File: src/rtl/mem_boot_loader.sv
// Command-driven BRAM preloader: streams words into one of NUM_CH BRAM channels,
// optionally reads them back through the debug port to compare, then releases the core stall.
module mem_boot_loader #(
   parameter int DATA_WIDTH = 32,
   parameter int ADDR_WIDTH = 10,
   parameter int NUM_CH     = 2,
   parameter int WORD_BYTES = 4
) (
   input  logic                         clk,
   input  logic                         rst,
   input  logic                         cmd_valid,
   output logic                         cmd_ready,
   input  logic [1:0]                   cmd_op,
   input  logic [2:0]                   cmd_ch,
   input  logic [ADDR_WIDTH-1:0]        cmd_base,
   input  logic [ADDR_WIDTH-1:0]        cmd_count,
   input  logic                         s_valid,
   output logic                         s_ready,
   input  logic [DATA_WIDTH-1:0]        s_data,
   output logic [ADDR_WIDTH-1:0]        mem_w_addr,
   output logic [DATA_WIDTH-1:0]        mem_w_dat,
   output logic [NUM_CH-1:0]            mem_w_enb,
   output logic [ADDR_WIDTH-1:0]        dbg_addr,
   input  logic [NUM_CH*DATA_WIDTH-1:0] dbg_data,
   output logic                         cpu_stall,
   output logic                         busy,
   output logic                         err,
   output logic [ADDR_WIDTH-1:0]        err_addr
);

   typedef enum logic [2:0] {
      ST_IDLE    = 3'd0,
      ST_WR      = 3'd1,
      ST_VRD     = 3'd2,
      ST_VCMP    = 3'd3,
      ST_RUNNING = 3'd4
   } state_t;

   localparam logic [1:0]            OP_WRITE  = 2'b00;
   localparam logic [1:0]            OP_VERIFY = 2'b01;
   localparam logic [1:0]            OP_RUN    = 2'b10;
   localparam logic [1:0]            OP_HALT   = 2'b11;
   localparam logic [3:0]            NUM_CH_L  = 4'(NUM_CH);
   localparam logic [ADDR_WIDTH-1:0] STRIDE    = ADDR_WIDTH'(WORD_BYTES);
   localparam logic [ADDR_WIDTH-1:0] ONE       = ADDR_WIDTH'(1);

   function automatic logic [NUM_CH-1:0] ch_onehot(input logic [2:0] ch);
      logic [NUM_CH-1:0] v;
      v = '0;
      for (int k = 0; k < NUM_CH; k++) begin
         v[k] = (ch == 3'(k));
      end
      return v;
   endfunction

   state_t                  state_r, state_s;
   logic [ADDR_WIDTH-1:0]   addr_r, addr_s;
   logic [ADDR_WIDTH-1:0]   count_r, count_s;
   logic [2:0]              ch_r, ch_s;
   logic [ADDR_WIDTH-1:0]   w_addr_r, w_addr_s;
   logic [DATA_WIDTH-1:0]   w_dat_r, w_dat_s;
   logic [NUM_CH-1:0]       w_enb_r, w_enb_s;
   logic [ADDR_WIDTH-1:0]   dbg_addr_r, dbg_addr_s;
   logic                    err_r, err_s;
   logic [ADDR_WIDTH-1:0]   err_addr_r, err_addr_s;
   logic                    cmd_ready_r, s_ready_r, cpu_stall_r, busy_r;
   logic [NUM_CH-1:0]       mism_s;
   logic                    mismatch_s;
   logic                    ch_bad_s;

   assign ch_bad_s   = ({1'b0, cmd_ch} >= NUM_CH_L);
   assign cmd_ready  = cmd_ready_r;
   assign s_ready    = s_ready_r;
   assign cpu_stall  = cpu_stall_r;
   assign busy       = busy_r;
   assign mem_w_addr = w_addr_r;
   assign mem_w_dat  = w_dat_r;
   assign mem_w_enb  = w_enb_r;
   assign dbg_addr   = dbg_addr_r;
   assign err        = err_r;
   assign err_addr   = err_addr_r;

   // Per-channel readback compare, then select the active channel
   always_comb begin
      mism_s = '0;
      for (int k = 0; k < NUM_CH; k++) begin
         mism_s[k] = (dbg_data[k*DATA_WIDTH +: DATA_WIDTH] != s_data);
      end
      mismatch_s = |(mism_s & ch_onehot(ch_r));
   end

   // Next-state and datapath decode
   always_comb begin
      state_s    = state_r;
      addr_s     = addr_r;
      count_s    = count_r;
      ch_s       = ch_r;
      w_addr_s   = w_addr_r;
      w_dat_s    = w_dat_r;
      w_enb_s    = '0;
      dbg_addr_s = dbg_addr_r;
      err_s      = err_r;
      err_addr_s = err_addr_r;
      case (state_r)
         ST_IDLE: begin
            if (cmd_valid && cmd_ready_r) begin
               addr_s  = cmd_base;
               count_s = cmd_count;
               ch_s    = cmd_ch;
               case (cmd_op)
                  OP_WRITE, OP_VERIFY: begin
                     if (cmd_count == '0) begin
                        state_s = ST_IDLE;
                     end else if (ch_bad_s) begin
                        if (!err_r) begin
                           err_s      = 1'b1;
                           err_addr_s = cmd_base;
                        end else begin
                           err_s = err_r;
                        end
                     end else if (cmd_op == OP_WRITE) begin
                        state_s = ST_WR;
                     end else begin
                        state_s    = ST_VRD;
                        dbg_addr_s = cmd_base;
                     end
                  end
                  OP_RUN:  state_s = ST_RUNNING;
                  OP_HALT: state_s = ST_IDLE;
                  default: state_s = ST_IDLE;
               endcase
            end else begin
               state_s = ST_IDLE;
            end
         end
         ST_WR: begin
            if (s_valid && s_ready_r) begin
               w_addr_s = addr_r;
               w_dat_s  = s_data;
               w_enb_s  = ch_onehot(ch_r);
               addr_s   = addr_r + STRIDE;
               count_s  = count_r - ONE;
               if (count_r == ONE) begin
                  state_s = ST_IDLE;
               end else begin
                  state_s = ST_WR;
               end
            end else begin
               state_s = ST_WR;
            end
         end
         ST_VRD: begin
            state_s = ST_VCMP;
         end
         ST_VCMP: begin
            if (s_valid && s_ready_r) begin
               if (mismatch_s && !err_r) begin
                  err_s      = 1'b1;
                  err_addr_s = addr_r;
               end else begin
                  err_s = err_r;
               end
               addr_s  = addr_r + STRIDE;
               count_s = count_r - ONE;
               if (count_r == ONE) begin
                  state_s = ST_IDLE;
               end else begin
                  state_s    = ST_VRD;
                  dbg_addr_s = addr_r + STRIDE;
               end
            end else begin
               state_s = ST_VCMP;
            end
         end
         ST_RUNNING: begin
            // Non-HALT commands are accepted and dropped while the core runs
            if (cmd_valid && cmd_ready_r && (cmd_op == OP_HALT)) begin
               state_s = ST_IDLE;
            end else begin
               state_s = ST_RUNNING;
            end
         end
         default: state_s = ST_IDLE;
      endcase
   end

   // State, datapath and registered handshake/status outputs
   always_ff @(posedge clk or negedge rst) begin
      if (!rst) begin
         state_r     <= ST_IDLE;
         addr_r      <= '0;
         count_r     <= '0;
         ch_r        <= 3'd0;
         w_addr_r    <= '0;
         w_dat_r     <= '0;
         w_enb_r     <= '0;
         dbg_addr_r  <= '0;
         err_r       <= 1'b0;
         err_addr_r  <= '0;
         cmd_ready_r <= 1'b1;
         s_ready_r   <= 1'b0;
         cpu_stall_r <= 1'b1;
         busy_r      <= 1'b0;
      end else begin
         state_r     <= state_s;
         addr_r      <= addr_s;
         count_r     <= count_s;
         ch_r        <= ch_s;
         w_addr_r    <= w_addr_s;
         w_dat_r     <= w_dat_s;
         w_enb_r     <= w_enb_s;
         dbg_addr_r  <= dbg_addr_s;
         err_r       <= err_s;
         err_addr_r  <= err_addr_s;
         cmd_ready_r <= (state_s == ST_IDLE) || (state_s == ST_RUNNING);
         s_ready_r   <= (state_s == ST_WR) || (state_s == ST_VCMP);
         cpu_stall_r <= (state_s != ST_RUNNING);
         busy_r      <= (state_s != ST_IDLE) && (state_s != ST_RUNNING);
      end
   end

endmodule

File: config.mk
export PLATFORM = sky130hd
export DESIGN_NAME = mem_boot_loader
export DESIGN_NICKNAME = d
export VERILOG_FILES = /design/src/rtl/mem_boot_loader.sv
export SDC_FILE = /design/constraint.sdc
export NUM_CORES = 1
export LEC_CHECK = 0
export ABC_CLOCK_PERIOD_IN_PS = 3600
export BUFFER_PORTS_ARGS = -buffer_cell sky130_fd_sc_hd__buf_4
export CAP_MARGIN = 10
export CORE_MARGIN = 1.5
export CORE_UTILIZATION = 32
export DETAILED_ROUTE_END_ITERATION = 6
export PLACE_DENSITY_LB_ADDON = 0.05
export SLEW_MARGIN = 20
export SYNTH_ARGS = -nofsm -noshare
export SYNTH_HDL_FRONTEND = slang
export SYNTH_SLANG_ARGS = --single-unit
File: constraint.sdc
create_clock -name clk -period 3.6 [get_ports clk]
set_input_delay 0.18 -clock clk [delete_from_list [all_inputs] [get_ports clk]]
set_output_delay 0.18 -clock clk [all_outputs]
set_load 0.01 [all_outputs]
==> results of run 1 <==
[registers in the layout, summed over array words and instances (netlist names)]
register    count
busy            1
cpu_stall       1
count_r        10
cmd_ready       1
err_addr       10
dbg_addr       10
mem_w_enb       2
s_ready         1
mem_w_dat      32
addr_r         10
state_r         3
err             1
ch_r            3
mem_w_addr     10
[cells by family (layout without fill, tap and decap cells)]
| kind of cell | count (synthesis) | count (layout) |
|---|---|---|
| AO/OA/AOI/OAI | 73 | 73 |
| XOR/XNOR | 70 | 70 |
| adder cells (fa/ha/maj) | 3 | 3 |
| buffers and inverters | 28 | 223 |
| flip-flops | 95 | 95 |
| multiplexers | 68 | 68 |
| AND/OR/NAND/NOR | 130 | 130 |
[report_power, final]
group / switching, mW / total (mW) / internal (mW)
Sequential: 0.346 / 1.85 / 1.50
Combinational: 0.957 / 2.03 / 1.08
Clock: 0.431 / 1.06 / 0.633
Total: 1.73 / 4.95 / 3.21
[stage by stage]
stage | setup slack [ns] | cell area (um2) | instances
floorplan | 1.64 | 5100 | 467
global placement | 1.14 | 6740 | 857
detailed placement | 1.06 | 6740 | 857
CTS | 1.06 | 7070 | 873
global route | 0.894 | 7070 | 873
finish | 1.08 | 7070 | 873
[metal layers]
layer	vias to the layer above	GRT usage [%]	part of all wire, %
li1	2024	-	-
met1	2011	22.7	42
met2	143	32.2	49
met3	6	7.02	8.0
met4	0	4.16	0.77
met5	-	0	0
[synth_stat cells (all sizes together), types with 5 or more instances]
library cell  instances
nor4                 19
inv                   9
nand2                45
a21oi                18
xor2                 65
clkbuf                8
nor3                  7
mux2                 67
nand4                 5
buf                  11
nor2                 27
dfrtp                93
and3                  5
o21ai                31
nand3                11
xnor2                 5
[worst paths after layout]
kind	end	slack [ns]	cells past startpoint
setup / recovery	dbg_addr[0]	1.08	5
hold / removal	count_r[3]	-0.04	1
setup reg to reg	dbg_addr[0]	1.08	5
hold reg to reg	err_addr[7]	0.49	1
max in group asynchronous	cmd_ready	2.77	2
min in group clk	ch_r[0]	0.07	2
[area by class of cell]
cell class                 count  area (um2)
timing repair buffer         198        1500
inverter                       9        33.8
sequential                    95        2380
tap                          211         264
clock inverter                 6        91.3
fill                        1512        8300
multi-input combinational    344        2560
clock buffer                  10         239
==> out/qor.txt, run 1 <==
CP Data Required Time: 3.83 ns
Nets: 785
max-slew violation count: 0
Power Density: 700 nW/um2
Antenna diodes: 0
Worst slew margin: 36.0%
# setup viols final: 0
die area: 16700 um2
syn nets: 595
top cell type's share of synthesized area: 45.6%
post-synthesis register bit count: 95
Hold-fix buffers, CTS: 0
Post-synth EDFFs: 0
worst r2r src: state_r[2]
largest family of logic cells by synthesized area: multiplexers
CTS tree: yes
commonest non-fill, non-tap cell in the layout: buf_4
io pins: 194
delay-heaviest family, CP: simple AND/OR/NAND/NOR gates
GRT overflow: 0
CP startpoint kind: flip-flop
post-synth design cell area: 5100 um2
Core Area: 15400 um2
max-cap viol count: 0
Synth Area in Compound Gates: 8.68%
CTS Buf Count: 9
initial antenna violation count: 0
WP data arrival: 2.75 ns
P_leak: 3.36 nW
top post-synthesis cells by area: dfrtp_1 (46%), xor2_1 (11%), mux2_2 (11%)
post-route ant nets: 0
global-route usage over all layers: 18.9%
final hold vios: 18
Post-Synth Adder-Cell Area: 0.736%
worst-path maximum fanout: 12
port bufs: 193
Fin Setup TNS: 0 ns
GPL Wtd Cong: 0.861
worst skew pair latency: 0.35 ns
HPWL Detailed: 11.7 mm
most used flip-flop cell after synthesis: dfrtp_1
violated checks: hold timing
pin count of the biggest net entering global routing: 75
Final Util: 46.0%
cell accounting for the most synthesized area: dfrtp_1
Final min period: 2.52 ns
max incr delay on CP: 0.64 ns
Buffers & Inverters on Critical Path: 0
Peak supply drop: 0.000258 V
post-synth cell types: 51
worst-margin pin slew: 0.960 ns
Overall Power: 4.95 mW
Critical-path top delay cell: o21a_1
Mapped Cells: 467
post-synthesis mux area share: 15.7%
Min Hold Slack: -0.0414 ns
commonest non-fill, non-tap cells in the layout: buf_4 (197), dfrtp_1 (93), xor2_1 (65), mux2_2 (48), nand2_1 (44)
critical-path cell list: and3b_1 > nand3_1 > o21ai_2 > o21a_1 > mux2_4
total number of H-tree levels: 3
vias in the first global route: 4380
Root Driver: clkbuf_16
DRC errors left: 0
clock-pin transition on the worst setup and hold timing paths: 0.07 ns
Avg WL per Cell: 17.3 um
worst min path class: in2async
period utilisation layout: 70.0%
Synth warnings: 0
post-CTS setup buffer count: 0
simple-gate share of the synthesized area: 13.0%
deepest clock path buffer count: 2
status: finished with violations
cts repair resizes: 0
first-pass GRT wire length: 23.7 mm
P&R area growth vs syn: 38.6%
sequential fraction of the synthesis area: 46.7%
Die Height: 129 um
# rows: 45
drt first pass iters: 4
Synth Area in XOR/XNOR: 12.0%
ys async rst share: 100%
RSZ-0062 raised after global routing: no
initial DRC count: 155
share of cells above drive strength 1: 43.1%
Worst Skew: 0.00606 ns
crit path launch: state_r[2]
Setup CP Type: reg2reg
initial core utilization: 33.2%
vias per cell: 4.79
clk sinks: 95
average size of a mapped cell: 10.9 um2
Worst setup EP type: flip-flop
routed vias: 4184
FMAX: 0.397 GHz
WL final: 15.1 mm
die width: 129 um
Power figures use the tool's default switching activity.
==> inputs of run 2 (changes only) <==
- ABC_AREA: default -> 1
- ABC_CLOCK_PERIOD_IN_PS: 3600 -> 2100
- clock period: 3.6 -> 2.1 ns (I/O delays scaled with it)
==> out/qor.txt, run 2 <==
io pins: 194 (unchanged)
post-CTS setup buffer count: 0 (unchanged)
Fin Setup TNS: 0 ns (unchanged)
final hold vios: 0 (-18)
RSZ-0062 raised after global routing: no
max-slew violation count: 0 (unchanged)
Final min period: 1.91 ns (-0.605 ns)
vias per cell: 4.62 (-3.5%)
Worst Skew: 0.0111 ns (+0.00505 ns)
ys async rst share: 100% (unchanged)
Gate power share: 47.2% (+6.1 points)
DRC errors left: 0 (unchanged)
Synth top cells by count: nand2_1 (190), dfrtp_1 (93), inv_1 (61), nor2_1 (53), xnor2_1 (52)
worst skew pair latency: 0.35 ns (about the same)
first-pass GRT wire length: 24.9 mm (+5.0%)
Root Driver: clkbuf_16
period utilisation layout: 91.2% (+21 points)
Mapped Cells: 643 (+38%)
most instantiated library cell after synthesis: nand2_1
CTS Buf Count: 9 (unchanged)
P_int: 5.68 mW (+77%)
top cell type's share of synthesized area: 44.6% (-1.1 points)
Synth warnings: 0 (unchanged)
post-route ant nets: 0 (unchanged)
Largest register FFs: 32 (unchanged)
fin area: 7320 um2 (+3.5%)
vias in the first global route: 4836 (+10%)
post-synth design cell area: 5220 um2 (+2.4%)
CTS tree: yes
sequential fraction of the synthesis area: 45.6% (-1.1 points)
Flop pwr share: 34.5% (-2.9 points)
average size of a mapped cell: 8.12 um2 (-26%)
Min Hold Slack: 0.0190 ns (+0.0603 ns)
post-synth cell types: 35 (-31%)
Post-DP Area: 6980 um2 (+3.5%)
initial antenna violation count: 0 (unchanged)
Clock power frac: 18.3% (-3.2 points)
CP Data Required Time: 2.36 ns (-1.47 ns)
Antenna diodes: 0 (unchanged)
# setup viols final: 0 (unchanged)
Peak supply drop: 0.000507 V (+97%)
port bufs: 193 (unchanged)
max-cap viol count: 0 (unchanged)
total number of H-tree levels: 3 (unchanged)
post-synthesis register bit count: 95 (unchanged)
GRT overflow: 0 (unchanged)
pin count of the biggest net entering global routing: 67 (-11%)
Nets: 968 (+23%)
Power Density: 1280 nW/um2 (+83%)
Worst slew margin: 60.1% (+24 points)
CP startpoint kind: flip-flop
commonest non-fill, non-tap cell in the layout: buf_4
filler cell count: 1619 (+7.1%)
Post-synth EDFFs: 0 (unchanged)
initial core utilization: 32.9% (-0.31 points)
Placed Cells: 1043 (+22%)
die area: 17100 um2 (+2.3%)
worst-margin pin slew: 0.598 ns (-0.362 ns)
switch share: 39.2% (+4.2 points)
P_leak: 3.62 nW (+7.7%)
clock-pin transition on the worst setup and hold timing paths: 0.07 ns (about the same)
Switch Pwr: 3.67 mW (+110%)
Worst setup EP type: flip-flop
worst-path maximum fanout: 15 (+3)
WP data arrival: 2.17 ns (-0.58 ns)
initial DRC count: 209 (+35%)
WL final: 16.3 mm (+8.3%)
syn nets: 771 (+30%)
P&R area growth vs syn: 40.1%
Core Area: 15900 um2 (+3.3%)
cell accounting for the most synthesized area: dfrtp_1
worst min path class: in2reg
Die Height: 131 um (+1.2%)
GPL Wtd Cong: 0.809 (-6.1%)
final cell count without fillers: 1061 (+22%)
R2R depth: 11 (+6)
global-route usage over all layers: 19.2% (+0.37 points)
routed vias: 4907 (+17%)
hold path cells: 3
FMAX: 0.522 GHz (+32%)
# rows: 46 (+2.2%)
status: completed
Setup CP Type: reg2reg
top post-synthesis cells by area: dfrtp_1 (45%), nand2_1 (14%), xnor2_1 (8.7%)
deepest clock path buffer count: 2 (unchanged)
HPWL Detailed: 12.9 mm (+9.8%)
most used flip-flop cell after synthesis: dfrtp_1
commonest non-fill, non-tap cells in the layout: buf_4 (202), nand2_1 (189), dfrtp_1 (93), inv_1 (61), nor2_1 (53)
drt first pass iters: 4 (unchanged)
share of cells above drive strength 1: 30.5% (-13 points)
die width: 131 um (+1.2%)
Overall Power: 9.35 mW (+89%)
clk sinks: 95 (unchanged)
Avg WL per Cell: 15.4 um (-11%)
-- run 2: cell count changes after synthesis, moves of 8 or more --
cell     change
o21ai_0     +20
nand4_1      +8
nand2_1    +146
mux2_2      -26
mux2_1       -9
inv_1       +52
nor2_1      +27
a21oi_1      -9
mux2_4      -10
xor2_1      -58
xnor2_1     +47
nor4_1      -15
-- run 2: repair_timing --
item	in CTS	in global routing
endpoints found under the hold margin	40	0
resized for setup	0	3
endpoints found under the setup margin	0	6
hold buffers	2	0
-- run 2: routing by layer --
metal | part of all wire (%) | wire (um) | vias up | global-route usage (%)
li1 | - | - | 2467 | -
met2 | 48 | 7770 | 155 | 32.9
met1 | 45 | 7370 | 2266 | 24.8
met4 | 1.4 | 226 | 0 | 6.40
met3 | 6.0 | 974 | 19 | 3.18
met5 | 0 | 0 | - | 0
-- run 2: critical path: stages (launching register included) --
cell and delay [ns]:
dfrtp_1 0.45, nor2_2 0.19, inv_2 0.07, nor2_4 0.14, inv_2 0.06, o21ai_2 0.05, nand3_1 0.08, a21oi_2 0.18
nand3_2 0.22, inv_6 0.18, nor2_1 0.06, a31oi_1 0.17
-- run 2: final timing paths --
kind	start	to	slack, ns
setup / recovery	state_r[2]	dbg_addr[3]	0.19
hold / removal	cmd_base[1]	addr_r[1]	0.02
setup reg to reg	state_r[2]	dbg_addr[3]	0.19
hold reg to reg	ch_r[0]	mem_w_enb[0]	0.47
max in group asynchronous	rst	cmd_ready	1.09
min in group asynchronous	rst	mem_w_dat[29]	0.31
-- run 2: cells by family (layout without fill, tap and decap cells) --
logic type	count (synthesis)	count (layout)	share of synthesized area, %
multiplexers	22	22	4.74
buffers and inverters	86	288	6.49
AND/OR/NAND/NOR	281	281	22.0
AO/OA/AOI/OAI	97	97	10.6
adder cells (fa/ha/maj)	3	3	0.719
XOR/XNOR	59	59	9.89
flip-flops	95	95	45.6
-- run 2: final cells by class --
class	count	area [um2]	share of cell area, %
clock buffer	10	239	3.27
clock inverter	6	68.8	0.940
inverter	65	249	3.40
multi-input combinational	462	2510	34.4
sequential	95	2380	32.5
tap	216	270	3.69
timing repair buffer	207	1600	21.8
-- run 2: stage by stage --
step / util (%) / setup slack, ns
3_3_place_gp: 43.9 / 0.258
6_report: 46.1 / 0.186
4_1_cts: 46.0 / 0.111
3_5_place_dp: 43.9 / 0.155
2_1_floorplan: - / 0.392
5_1_grt: 46.1 / 0.00404
-- run 2: power by group through the flow --
| stage | clock network [mW] | registers, mW | logic, mW |
|---|---|---|---|
| after floorplan | 0 | 3.45 | 2.23 |
| after global placement | 0 | 3.24 | 4.39 |
| after detailed placement | 0 | 3.27 | 4.44 |
| after CTS | 1.77 | 3.24 | 4.46 |
| after global routing | 1.84 | 3.33 | 4.94 |
| final | 1.71 | 3.23 | 4.41 |
==> inputs of run 3 (changes only) <==
- ABC_AREA: 1 -> default
==> out/qor.txt, run 3 (synthesis gave the netlist of run 1 again) <==
Flop pwr share: 37.2% (+2.7 points)
first-pass GRT wire length: 24.1 mm (-3.2%)
drt first pass iters: 4 (unchanged)
initial core utilization: 33.2% (+0.31 points)
most used routing layer: met2
Power Density: 1150 nW/um2 (-9.6%)
CP Data Required Time: 2.34 ns (-0.02 ns)
CTS Buf Count: 9 (unchanged)
Die Height: 129 um (-1.1%)
Overall Power: 8.41 mW (-10%)
GRT overflow: 0 (unchanged)
pin count of the biggest net entering global routing: 44 (-34%)
worst-margin pin slew: 0.475 ns (-0.123 ns)
Critical-path top delay cell: dfrtp_1
multi-input logic area: 2560 um2 (+1.9%)
die width: 129 um (-1.1%)
port bufs: 193 (unchanged)
switch share: 35.1% (-4.2 points)
period utilisation layout: 93.4% (+2.2 points)
commonest non-fill, non-tap cells in the layout: buf_4 (214), dfrtp_1 (93), xor2_1 (65), mux2_2 (48), nand2_1 (44)
P_leak: 3.49 nW (-3.7%)
vias in the first global route: 4485 (-7.3%)
# setup viols final: 0 (unchanged)
Root Driver: clkbuf_16
# rows: 45 (-2.2%)
GR Util met1: 22.6% (-2.2 points)
Hold Startpoint: s_data[31]
Peak supply drop: 0.000451 V (-11%)
GPL Wtd Cong: 0.854 (+5.6%)
WL final: 15.2 mm (-7.1%)
Gate power share: 43.2% (-4.0 points)
final hold vios: 0 (unchanged)
HPWL Detailed: 11.6 mm (-9.5%)
Final min period: 1.96 ns (+0.0469 ns)
share of cells above drive strength 1: 44.3% (+14 points)
vias per cell: 4.79 (+3.6%)
register area: 2380 um2 (unchanged)
Clock power frac: 19.5% (+1.2 points)
initial antenna violation count: 0 (unchanged)
Min Hold Slack: 0.0118 ns (-0.00712 ns)
P&R area growth vs syn: 42.9%
DRC errors left: 0 (unchanged)
P_int: 5.46 mW (-3.8%)
total number of H-tree levels: 3 (unchanged)
Setup CP Type: reg2reg
status: completed
hold path cells: 2 (-1)
CTS tree: yes
max-cap viol count: 0 (unchanged)
Nets: 811 (-16%)
worst r2r src: state_r[1]
die area: 16700 um2 (-2.3%)
max incr delay on CP: 0.41 ns (-0.04 ns)
global-route usage over all layers: 19.0% (-0.28 points)
WP data arrival: 2.20 ns (+0.03 ns)
post-route ant nets: 0 (unchanged)
Largest register FFs: 32 (unchanged)
filler cell count: 1473 (-9.0%)
most frequent CP cell: buf_4
commonest non-fill, non-tap cell in the layout: buf_4
max-slew violation count: 0 (unchanged)
worst min path class: in2reg
FMAX: 0.510 GHz (-2.4%)
deepest clock path buffer count: 2 (unchanged)
Worst setup EP type: flip-flop
clock-pin transition on the worst setup and hold timing paths: 0.07 ns (about the same)
met2 Resource Use GR: 32.5% (-0.40 points)
RSZ-0062 raised after global routing: no
Worst slew margin: 68.0% (+7.9 points)
GR Util met3: 6.69% (+3.5 points)
io pins: 194 (unchanged)
worst skew pair latency: 0.35 ns (about the same)
routed vias: 4301 (-12%)
initial DRC count: 173 (-17%)
Worst Skew: 0.00872 ns (-0.00240 ns)
Avg WL per Cell: 16.9 um (+9.7%)
crit path launch: state_r[1]
clk sinks: 95 (unchanged)
R2R depth: 8 (-3)
CP startpoint kind: flip-flop
Antenna diodes: 0 (unchanged)
cts repair resizes: 0 (unchanged)
Core Area: 15400 um2 (-3.2%)
worst-path maximum fanout: 19 (+4)
Switch Pwr: 2.95 mW (-20%)
critical-path cell list: buf_4 > nor2_4 > nand3_1 > a21o_1 > nor3_4 > buf_4 > clkbuf_16 > mux2_2
## run 3: worst paths after layout
path | end | slack [ns]
worst max-delay path | mem_w_dat[14] | 0.14
worst min-delay path | mem_w_dat[31] | 0.01
worst max register to register | mem_w_dat[14] | 0.14
worst min register to register | mem_w_addr[7] | 0.49
max in group asynchronous | mem_w_dat[21] | 1.18
min in group asynchronous | count_r[5] | 0.26
## run 3: what timing repair did
item | 4_1_cts | 5_1_grt
hold buffers | 5 | 0
endpoints found under the hold margin | 34 | 0
endpoints found under the setup margin | 0 | 25
buffers inserted | 0 | 2
## run 3: worst max-delay path: cells and delay by family (launching register included)
kind                   cells  cell delay (ns)
AOI/OAI and AO/OA          1             0.24
buffers and inverters      3             0.54
DFF                        1             0.41
muxes                      1             0.34
and+or+nand+nor            3             0.31
## run 3: per-layer routing
metal / up-vias / routed length, um / part of all wire (%)
met4: 0 / 140 / 0.92
li1: 2082 / - / -
met2: 160 / 7470 / 49
met3: 10 / 1370 / 9.0
met5: - / 0 / 0
met1: 2049 / 6200 / 41
## run 3: layout make-up
cell class	instances	share of cell area, %
clock inverters	5	0.790
inverters	9	0.464
multi-input cells	344	35.1
well taps	211	3.62
flip-flops and latches	95	32.7
clock buffers	10	3.14
repair buffers	224	24.2
## run 3: power by group through the flow
stage	clock (mW)	sequential, mW	combinational, mW
6_report	1.64	3.13	3.64
5_1_grt	1.78	3.25	4.04
4_1_cts	1.71	3.15	3.66
3_5_place_dp	0	3.17	3.65
3_3_place_gp	0	3.15	3.61
2_1_floorplan	0	3.31	1.78
## run 3: per-stage QoR
step | area (um2) | instances | setup TNS [ns] | setup slack [ns] | utilization [%]
2_1_floorplan | 5100 | 467 | 0 | 0.136 | -
3_3_place_gp | 6900 | 875 | -0.844 | -0.120 | 44.9
3_5_place_dp | 6900 | 875 | -0.840 | -0.119 | 44.9
4_1_cts | 7230 | 895 | 0 | 0.0820 | 47.1
5_1_grt | 7290 | 898 | 0 | 0.0264 | 47.4
6_report | 7290 | 898 | 0 | 0.139 | 47.4
